<file path="config.mk">
export PLATFORM = sky130hd
export DESIGN_NAME = multicycle_ctrl_flat
export DESIGN_NICKNAME = d
export VERILOG_FILES = /design/src/rtl/multicycle_ctrl_if.sv /design/src/rtl/multicycle_ctrl.sv /design/src/flat_wrapper.sv
export SDC_FILE = /design/constraint.sdc
export NUM_CORES = 1
export LEC_CHECK = 0
export ABC_CLOCK_PERIOD_IN_PS = 2330
export BUFFER_PORTS_ARGS = -buffer_cell sky130_fd_sc_hd__clkbuf_2
export CAP_MARGIN = 30
export CORE_ASPECT_RATIO = 1.4
export CORE_MARGIN = 1
export CORE_UTILIZATION = 40
export DETAILED_ROUTE_END_ITERATION = 12
export GPL_ROUTABILITY_DRIVEN = 0
export PLACE_DENSITY = 0.65
export SYNTH_ARGS = -nofsm -noshare
export SYNTH_HDL_FRONTEND = slang
export SYNTH_SLANG_ARGS = --single-unit
</file>
<file path="constraint.sdc">
create_clock -name i_clk -period 2.33 [get_ports i_clk]
set_clock_uncertainty 0.2 [all_clocks]
set_input_delay 0.3495 -clock i_clk [delete_from_list [all_inputs] [get_ports i_clk]]
set_output_delay 0.3495 -clock i_clk [all_outputs]
set_load 0.01 [all_outputs]
</file>
<file path="src/rtl/multicycle_ctrl_if.sv">
// Handshake and datapath bundle for the multicycle control unit.
//   master : the controller (drives o_*, samples i_*)
//   slave  : memories and datapath around it (drives i_*, samples o_*)
// Signals:
//   o_imem_req / i_imem_ack / i_imem_rdata : instruction fetch handshake
//   o_dmem_req / o_dmem_we / i_dmem_ack    : data memory handshake
//   i_take_target / i_target               : redirect request from the datapath
//   o_pc / o_instr / o_reg_we              : PC, instruction register, regfile strobe
//   o_state / o_trap / o_retired           : status and retired-instruction count
interface multicycle_ctrl_if #(
    parameter int unsigned INST_SIZE = 32,
    parameter int unsigned DATA_SIZE = 32
);
    logic                 o_imem_req;
    logic                 i_imem_ack;
    logic [INST_SIZE-1:0] i_imem_rdata;
    logic                 o_dmem_req;
    logic                 o_dmem_we;
    logic                 i_dmem_ack;
    logic                 i_take_target;
    logic [DATA_SIZE-1:0] i_target;
    logic [DATA_SIZE-1:0] o_pc;
    logic [INST_SIZE-1:0] o_instr;
    logic                 o_reg_we;
    logic [2:0]           o_state;
    logic                 o_trap;
    logic [31:0]          o_retired;

    modport master (
        output o_imem_req, o_dmem_req, o_dmem_we, o_pc, o_instr, o_reg_we,
               o_state, o_trap, o_retired,
        input  i_imem_ack, i_imem_rdata, i_dmem_ack, i_take_target, i_target
    );

    modport slave (
        input  o_imem_req, o_dmem_req, o_dmem_we, o_pc, o_instr, o_reg_we,
               o_state, o_trap, o_retired,
        output i_imem_ack, i_imem_rdata, i_dmem_ack, i_take_target, i_target
    );
endinterface

</file>
<file path="src/rtl/multicycle_ctrl.sv">
// Multicycle RISC-V style control unit: FETCH -> DECODE -> EXECUTE -> [MEM] -> [WRITEBACK].
// Ports:
//   i_clk : clock, all state updates on the rising edge
//   i_rst : synchronous active-high reset
//   bus   : multicycle_ctrl_if master (memory handshakes, redirect, PC/IR/status outputs)
module multicycle_ctrl #(
    parameter int unsigned          INST_SIZE = 32,
    parameter int unsigned          DATA_SIZE = 32,
    parameter logic [DATA_SIZE-1:0] RESET_PC  = DATA_SIZE'(32'h0000_0000)
) (
    input logic               i_clk,
    input logic               i_rst,
    multicycle_ctrl_if.master bus
);
    typedef enum logic [2:0] {
        StFetch     = 3'd0,
        StDecode    = 3'd1,
        StExecute   = 3'd2,
        StMem       = 3'd3,
        StWriteback = 3'd4,
        StTrap      = 3'd5
    } state_e;

    localparam logic [6:0] OpLoad   = 7'b0000011;
    localparam logic [6:0] OpStore  = 7'b0100011;
    localparam logic [6:0] OpAluI   = 7'b0010011;
    localparam logic [6:0] OpAluR   = 7'b0110011;
    localparam logic [6:0] OpBranch = 7'b1100011;
    localparam logic [6:0] OpLui    = 7'b0110111;
    localparam logic [6:0] OpAuipc  = 7'b0010111;
    localparam logic [6:0] OpJal    = 7'b1101111;
    localparam logic [6:0] OpJalr   = 7'b1100111;

    state_e               state_q, state_d;
    logic [DATA_SIZE-1:0] pc_q, pc_d;
    logic [INST_SIZE-1:0] ir_q, ir_d;
    logic [31:0]          retired_q, retired_d;
    logic                 redir_q, redir_d;
    logic [DATA_SIZE-1:0] tgt_q, tgt_d;
    // Set during the cycle after a reset edge so requests stay low while reset is held.
    logic                 rst_q;

    logic [6:0]           opcode;
    logic                 is_load, is_store, is_branch, is_jal, is_jalr, op_valid;
    logic                 take_redir, tgt_misaligned;
    logic [DATA_SIZE-1:0] redir_tgt, pc_plus4;
    logic                 imem_req;

    assign opcode    = ir_q[6:0];
    assign is_load   = (opcode == OpLoad);
    assign is_store  = (opcode == OpStore);
    assign is_branch = (opcode == OpBranch);
    assign is_jal    = (opcode == OpJal);
    assign is_jalr   = (opcode == OpJalr);
    assign op_valid  = opcode inside {OpLoad, OpStore, OpAluI, OpAluR, OpBranch,
                                      OpLui, OpAuipc, OpJal, OpJalr};

    // Redirect only honoured for control-transfer instructions.
    assign take_redir     = bus.i_take_target && (is_branch || is_jal || is_jalr);
    assign redir_tgt      = is_jalr ? {bus.i_target[DATA_SIZE-1:1], 1'b0} : bus.i_target;
    assign tgt_misaligned = (redir_tgt[1:0] != 2'b00);
    assign pc_plus4       = pc_q + DATA_SIZE'(4);
    assign imem_req       = (state_q == StFetch) && !rst_q;

    // State register
    always_ff @(posedge i_clk) begin
        if (i_rst) begin
            state_q   <= StFetch;
            pc_q      <= RESET_PC;
            ir_q      <= '0;
            retired_q <= '0;
            redir_q   <= 1'b0;
            tgt_q     <= '0;
            rst_q     <= 1'b1;
        end else begin
            state_q   <= state_d;
            pc_q      <= pc_d;
            ir_q      <= ir_d;
            retired_q <= retired_d;
            redir_q   <= redir_d;
            tgt_q     <= tgt_d;
            rst_q     <= 1'b0;
        end
    end

    // Next-state logic
    always_comb begin
        state_d   = state_q;
        pc_d      = pc_q;
        ir_d      = ir_q;
        retired_d = retired_q;
        redir_d   = redir_q;
        tgt_d     = tgt_q;
        case (state_q)
            StFetch: begin
                if (imem_req && bus.i_imem_ack) begin
                    ir_d    = bus.i_imem_rdata;
                    state_d = StDecode;
                end
            end
            StDecode: state_d = op_valid ? StExecute : StTrap;
            StExecute: begin
                // Jump redirects are checked and captured here so the writeback strobe
                // can stay a pure function of state.
                redir_d = take_redir;
                tgt_d   = redir_tgt;
                if (is_load || is_store) begin
                    state_d = StMem;
                end else if (take_redir && tgt_misaligned) begin
                    state_d = StTrap;
                end else if (is_branch) begin
                    pc_d      = take_redir ? redir_tgt : pc_plus4;
                    retired_d = retired_q + 32'd1;
                    state_d   = StFetch;
                end else begin
                    state_d = StWriteback;
                end
            end
            StMem: begin
                if (bus.i_dmem_ack) begin
                    if (is_store) begin
                        pc_d      = pc_plus4;
                        retired_d = retired_q + 32'd1;
                        state_d   = StFetch;
                    end else begin
                        state_d = StWriteback;
                    end
                end
            end
            StWriteback: begin
                pc_d      = redir_q ? tgt_q : pc_plus4;
                retired_d = retired_q + 32'd1;
                state_d   = StFetch;
            end
            StTrap:  state_d = StTrap;
            default: state_d = StTrap;
        endcase
    end

    // Output decode from registered state only
    always_comb begin
        bus.o_imem_req = 1'b0;
        bus.o_dmem_req = 1'b0;
        bus.o_dmem_we  = 1'b0;
        bus.o_reg_we   = 1'b0;
        bus.o_trap     = 1'b0;
        case (state_q)
            StFetch:     bus.o_imem_req = imem_req;
            StMem: begin
                bus.o_dmem_req = 1'b1;
                bus.o_dmem_we  = is_store;
            end
            StWriteback: bus.o_reg_we = (ir_q[11:7] != 5'd0);
            StTrap:      bus.o_trap = 1'b1;
            default:     bus.o_trap = 1'b0;
        endcase
    end

    assign bus.o_pc      = pc_q;
    assign bus.o_instr   = ir_q;
    assign bus.o_state   = state_q;
    assign bus.o_retired = retired_q;
endmodule

</file>
<file path="src/flat_wrapper.sv">
// flat-port wrapper written by rule: the top's interface ports become plain ports
module multicycle_ctrl_flat 
#(
    parameter int unsigned          INST_SIZE = 32,
    parameter int unsigned          DATA_SIZE = 32,
    parameter logic [DATA_SIZE-1:0] RESET_PC  = DATA_SIZE'(32'h0000_0000)
)
  (i_clk, i_rst, bus_o_imem_req, bus_o_dmem_req, bus_o_dmem_we, bus_o_pc, bus_o_instr, bus_o_reg_we, bus_o_state, bus_o_trap, bus_o_retired, bus_i_imem_ack, bus_i_imem_rdata, bus_i_dmem_ack, bus_i_take_target, bus_i_target);
  multicycle_ctrl_if #(.INST_SIZE(INST_SIZE), .DATA_SIZE(DATA_SIZE)) bus_i ();
  input logic i_clk;
  input logic i_rst;
  output wire logic [$bits(bus_i.o_imem_req)-1:0] bus_o_imem_req;
  output wire logic [$bits(bus_i.o_dmem_req)-1:0] bus_o_dmem_req;
  output wire logic [$bits(bus_i.o_dmem_we)-1:0] bus_o_dmem_we;
  output wire logic [$bits(bus_i.o_pc)-1:0] bus_o_pc;
  output wire logic [$bits(bus_i.o_instr)-1:0] bus_o_instr;
  output wire logic [$bits(bus_i.o_reg_we)-1:0] bus_o_reg_we;
  output wire logic [$bits(bus_i.o_state)-1:0] bus_o_state;
  output wire logic [$bits(bus_i.o_trap)-1:0] bus_o_trap;
  output wire logic [$bits(bus_i.o_retired)-1:0] bus_o_retired;
  input wire logic [$bits(bus_i.i_imem_ack)-1:0] bus_i_imem_ack;
  input wire logic [$bits(bus_i.i_imem_rdata)-1:0] bus_i_imem_rdata;
  input wire logic [$bits(bus_i.i_dmem_ack)-1:0] bus_i_dmem_ack;
  input wire logic [$bits(bus_i.i_take_target)-1:0] bus_i_take_target;
  input wire logic [$bits(bus_i.i_target)-1:0] bus_i_target;
  assign bus_o_imem_req = bus_i.o_imem_req;
  assign bus_o_dmem_req = bus_i.o_dmem_req;
  assign bus_o_dmem_we = bus_i.o_dmem_we;
  assign bus_o_pc = bus_i.o_pc;
  assign bus_o_instr = bus_i.o_instr;
  assign bus_o_reg_we = bus_i.o_reg_we;
  assign bus_o_state = bus_i.o_state;
  assign bus_o_trap = bus_i.o_trap;
  assign bus_o_retired = bus_i.o_retired;
  assign bus_i.i_imem_ack = bus_i_imem_ack;
  assign bus_i.i_imem_rdata = bus_i_imem_rdata;
  assign bus_i.i_dmem_ack = bus_i_dmem_ack;
  assign bus_i.i_take_target = bus_i_take_target;
  assign bus_i.i_target = bus_i_target;
  multicycle_ctrl #(.INST_SIZE(INST_SIZE), .DATA_SIZE(DATA_SIZE), .RESET_PC(RESET_PC)) u_core (.i_clk(i_clk), .i_rst(i_rst), .bus(bus_i));
endmodule
</file>
==> impl_metrics.env <==
export IMPL_drcViolationCount=0
export IMPL_num_rows=55
export IMPL_rsz0062_at_grt="yes"
export IMPL_clkTransAtPathRegs_ns=0.06
export IMPL_drt_iter0_markers=538
export IMPL_cts_buffers=17
export IMPL_yosys_register_bits=133
export IMPL_met2_length_um=10800
export IMPL_place_inst=1237
export IMPL_synth_edf_count=0
export IMPL_slew_headroom_pct=65.9
export IMPL_fin_ws_ns=0.0807
export IMPL_grt_first_pass_wirelength_um=34400
export IMPL_routed_via_density=5.44
export IMPL_grt_max_degree=63
export IMPL_status="completed"
export IMPL_p_per_area_mw_per_mm2=599
export IMPL_drt_pass1_iter_count=7
export IMPL_final_util_pct=58.4
export IMPL_synth_ff_type="dfxtp_1"
export IMPL_synth_fp_nets=915
export IMPL_drt_total_wl_um=21300
export IMPL_vdd_ir_drop_worst_mv=0.417
export IMPL_fin_crit_ns=2.25
export IMPL_dpl_hpwl_um=14700
export IMPL_crit_type="reg2out"
export IMPL_met1Wirelength_um=8700
export IMPL_fp_dieH_um=154
export IMPL_cp_max_fo=5
export IMPL_mostFrequentLayoutCells="clkbuf_2, nand2_1, dfxtp_1"
export IMPL_r2r_setup_slack_ns=0.08
export IMPL_critical_path_required_ns=1.78
export IMPL_hold_path_class="in2reg"
export IMPL_n_antenna_cell=0
export IMPL_area_delta_synth_final_pct=43.1
export IMPL_die_w_um=111
export IMPL_period_share_pct=96.5
export IMPL_clock_path_buffers=2
export IMPL_num_fill_cells=1491
export IMPL_ys_seq_area_share_pct=40.3
export IMPL_routedWlPerCell_um=16.0
export IMPL_cts_tree="yes"
export IMPL_via_count=7258
export IMPL_grt_usage_pct=24.9
export IMPL_fp_coreArea_mm2=0.0162
export IMPL_grt_ovfl_total=0
export IMPL_tightest_slew_ns=0.511
export IMPL_drive_above_1_share_pct=27.6
export IMPL_drtAntennaViolNets=0
export IMPL_clkSinkCount=133
export IMPL_p_leak_nw=3.77
export IMPL_maxSlewViolCount=0
export IMPL_postSynthAreaPerCell_um2=7.82
export IMPL_syn_inst=844
export IMPL_cts_root_buf="clkbuf_16"
export IMPL_place_ws_ns=0.0246
export IMPL_setup_viol=0
export IMPL_hold_viol=0
export IMPL_worst_ep_arrival_time_ns=1.70
export IMPL_die_area_mm2=0.0170
export IMPL_cts_max_level=4
export IMPL_io_buffer_count=172
export IMPL_syn_cell_area_mm2=0.00660
export IMPL_start_util_pct=40.8
export IMPL_dr_wl_met3_um=1190
export IMPL_io_pins=173
export IMPL_clock_latency_ns=0.42
export IMPL_synth_distinct_cells=66
export IMPL_cp_end_kind="primary output"
export IMPL_critPathLaunchType="register"
export IMPL_async_flop_share_pct=0
export IMPL_final_common_cell="clkbuf_2"
export IMPL_layoutNonFillerInstCount=1334
export IMPL_nets=1193
export IMPL_antenna_found_initial=0
export IMPL_fmax_mhz=445
export IMPL_grt_pass1_vias=6915
export IMPL_cap_viol_max_count=0
export IMPL_ys_warn_count=0
export IMPL_top_layer="met4"
[repair_timing]
item,in CTS,in global routing
gates resized for setup,2,6
hold endpoints to repair,64,0
hold buffers,64,0
setup buffers,0,1
setup endpoints to repair,2,14
pin swaps,0,2
cloned,0,0
[where the power goes]
group	leakage, nW	internal, mW	switching (mW)
clock network	0.271	1.61	1.09
logic	2.42	0.274	0.304
registers	1.08	2.34	0.0474
total	3.77	4.22	1.44
[layer usage]
| metal | track usage (%) | vias to the layer above |
|---|---|---|
| met4 | 9.90 | 0 |
| met5 | 0 | - |
| met2 | 44.5 | 268 |
| met3 | 5.16 | 55 |
| li1 | - | 3577 |
| met1 | 28.7 | 3358 |
[cells in the mapped netlist (4+ instances only)]
library cell  number  area, µm²
a211oi_1          13       97.6
a21oi_1          112        561
a221oi_1           6       52.6
a222oi_1          10        100
a22o_1             9       78.8
a22oi_1            6       45.0
and2_1             8       50.1
and3_1            13       81.3
buf_2             12       60.1
clkbuf_1          40        150
dfxtp_1          133       2660
inv_1             20       75.1
nand2_1          160        601
nand2b_1           8       50.1
nand3_1           36        180
nand3b_1           4       30.0
nand4_1           14       87.6
nor2_1            70        263
nor3_1            14       70.1
nor4_1             6       37.5
nor4_4             5        106
o21ai_0           30        150
o22ai_1            4       25.0
o32ai_1           11       96.3
or3_1              8       50.1
xnor2_1           25        219
xor2_1             7       61.3
[per-stage QoR]
stage,cell area (µm²),hold WS [ns],TNS (ns),power (mW)
after global placement,8170,0.242,0,2.92
final,9450,0.163,0,5.66
after floorplan,6610,0.177,0,2.68
after detailed placement,8170,0.246,0,2.92
after global routing,9450,0.214,-0.000378,5.84
after CTS,9410,0.150,0,5.69
[critical path, stage by stage, from the launching register on]
cell and delay [ns]:
dfxtp_1 0.33, nand2_1 0.08, or3_4 0.39, nor3_2 0.16, and3_1 0.18, clkbuf_2 0.15
[path summary, 6_finish.rpt]
kind                     startpoint                       to  depth (start not counted)
max           u_core.bus.o_instr[1]            bus_o_dmem_we                          5
min reg2reg  u_core.bus.o_instr[17]   u_core.bus.o_instr[17]                          2
min                 bus_i_target[0]          u_core.tgt_q[0]                          5
max reg2reg   u_core.bus.o_instr[1]  u_core.bus.o_retired[3]                          7
[sequential cells by signal, summed over array words and instances (netlist names)]
register and count:
u_core.bus.o_instr 32, u_core.bus.o_pc 32, u_core.bus.o_retired 32, u_core.tgt_q 32
u_core.bus.o_state 3, u_core.redir_q 1, u_core.rst_q 1
[area by class of cell]
cell class | instances | area [µm²] | share of cell area, %
repair buffers | 316 | 2190 | 23.2
clock buffers | 18 | 439 | 4.65
clock inverters | 14 | 154 | 1.63
inverters | 20 | 75.1 | 0.795
well taps | 199 | 249 | 2.64
multi-input cells | 634 | 3670 | 38.9
flip-flops and latches | 133 | 2660 | 28.2
[kinds of logic (layout without fill, tap and decap cells)]
group | after synthesis | after routing | synth area share (%)
and+or+nand+nor | 373 | 373 | 28.4
xor gates and xnor gates | 32 | 32 | 4.25
DFF | 133 | 133 | 40.3
buffers and inverters | 77 | 368 | 4.89
adders and majority gates | 2 | 2 | 0.379
muxes | 2 | 2 | 0.303
AOI/OAI and AO/OA | 225 | 225 | 21.5
(Power assumes the default switching activity.)
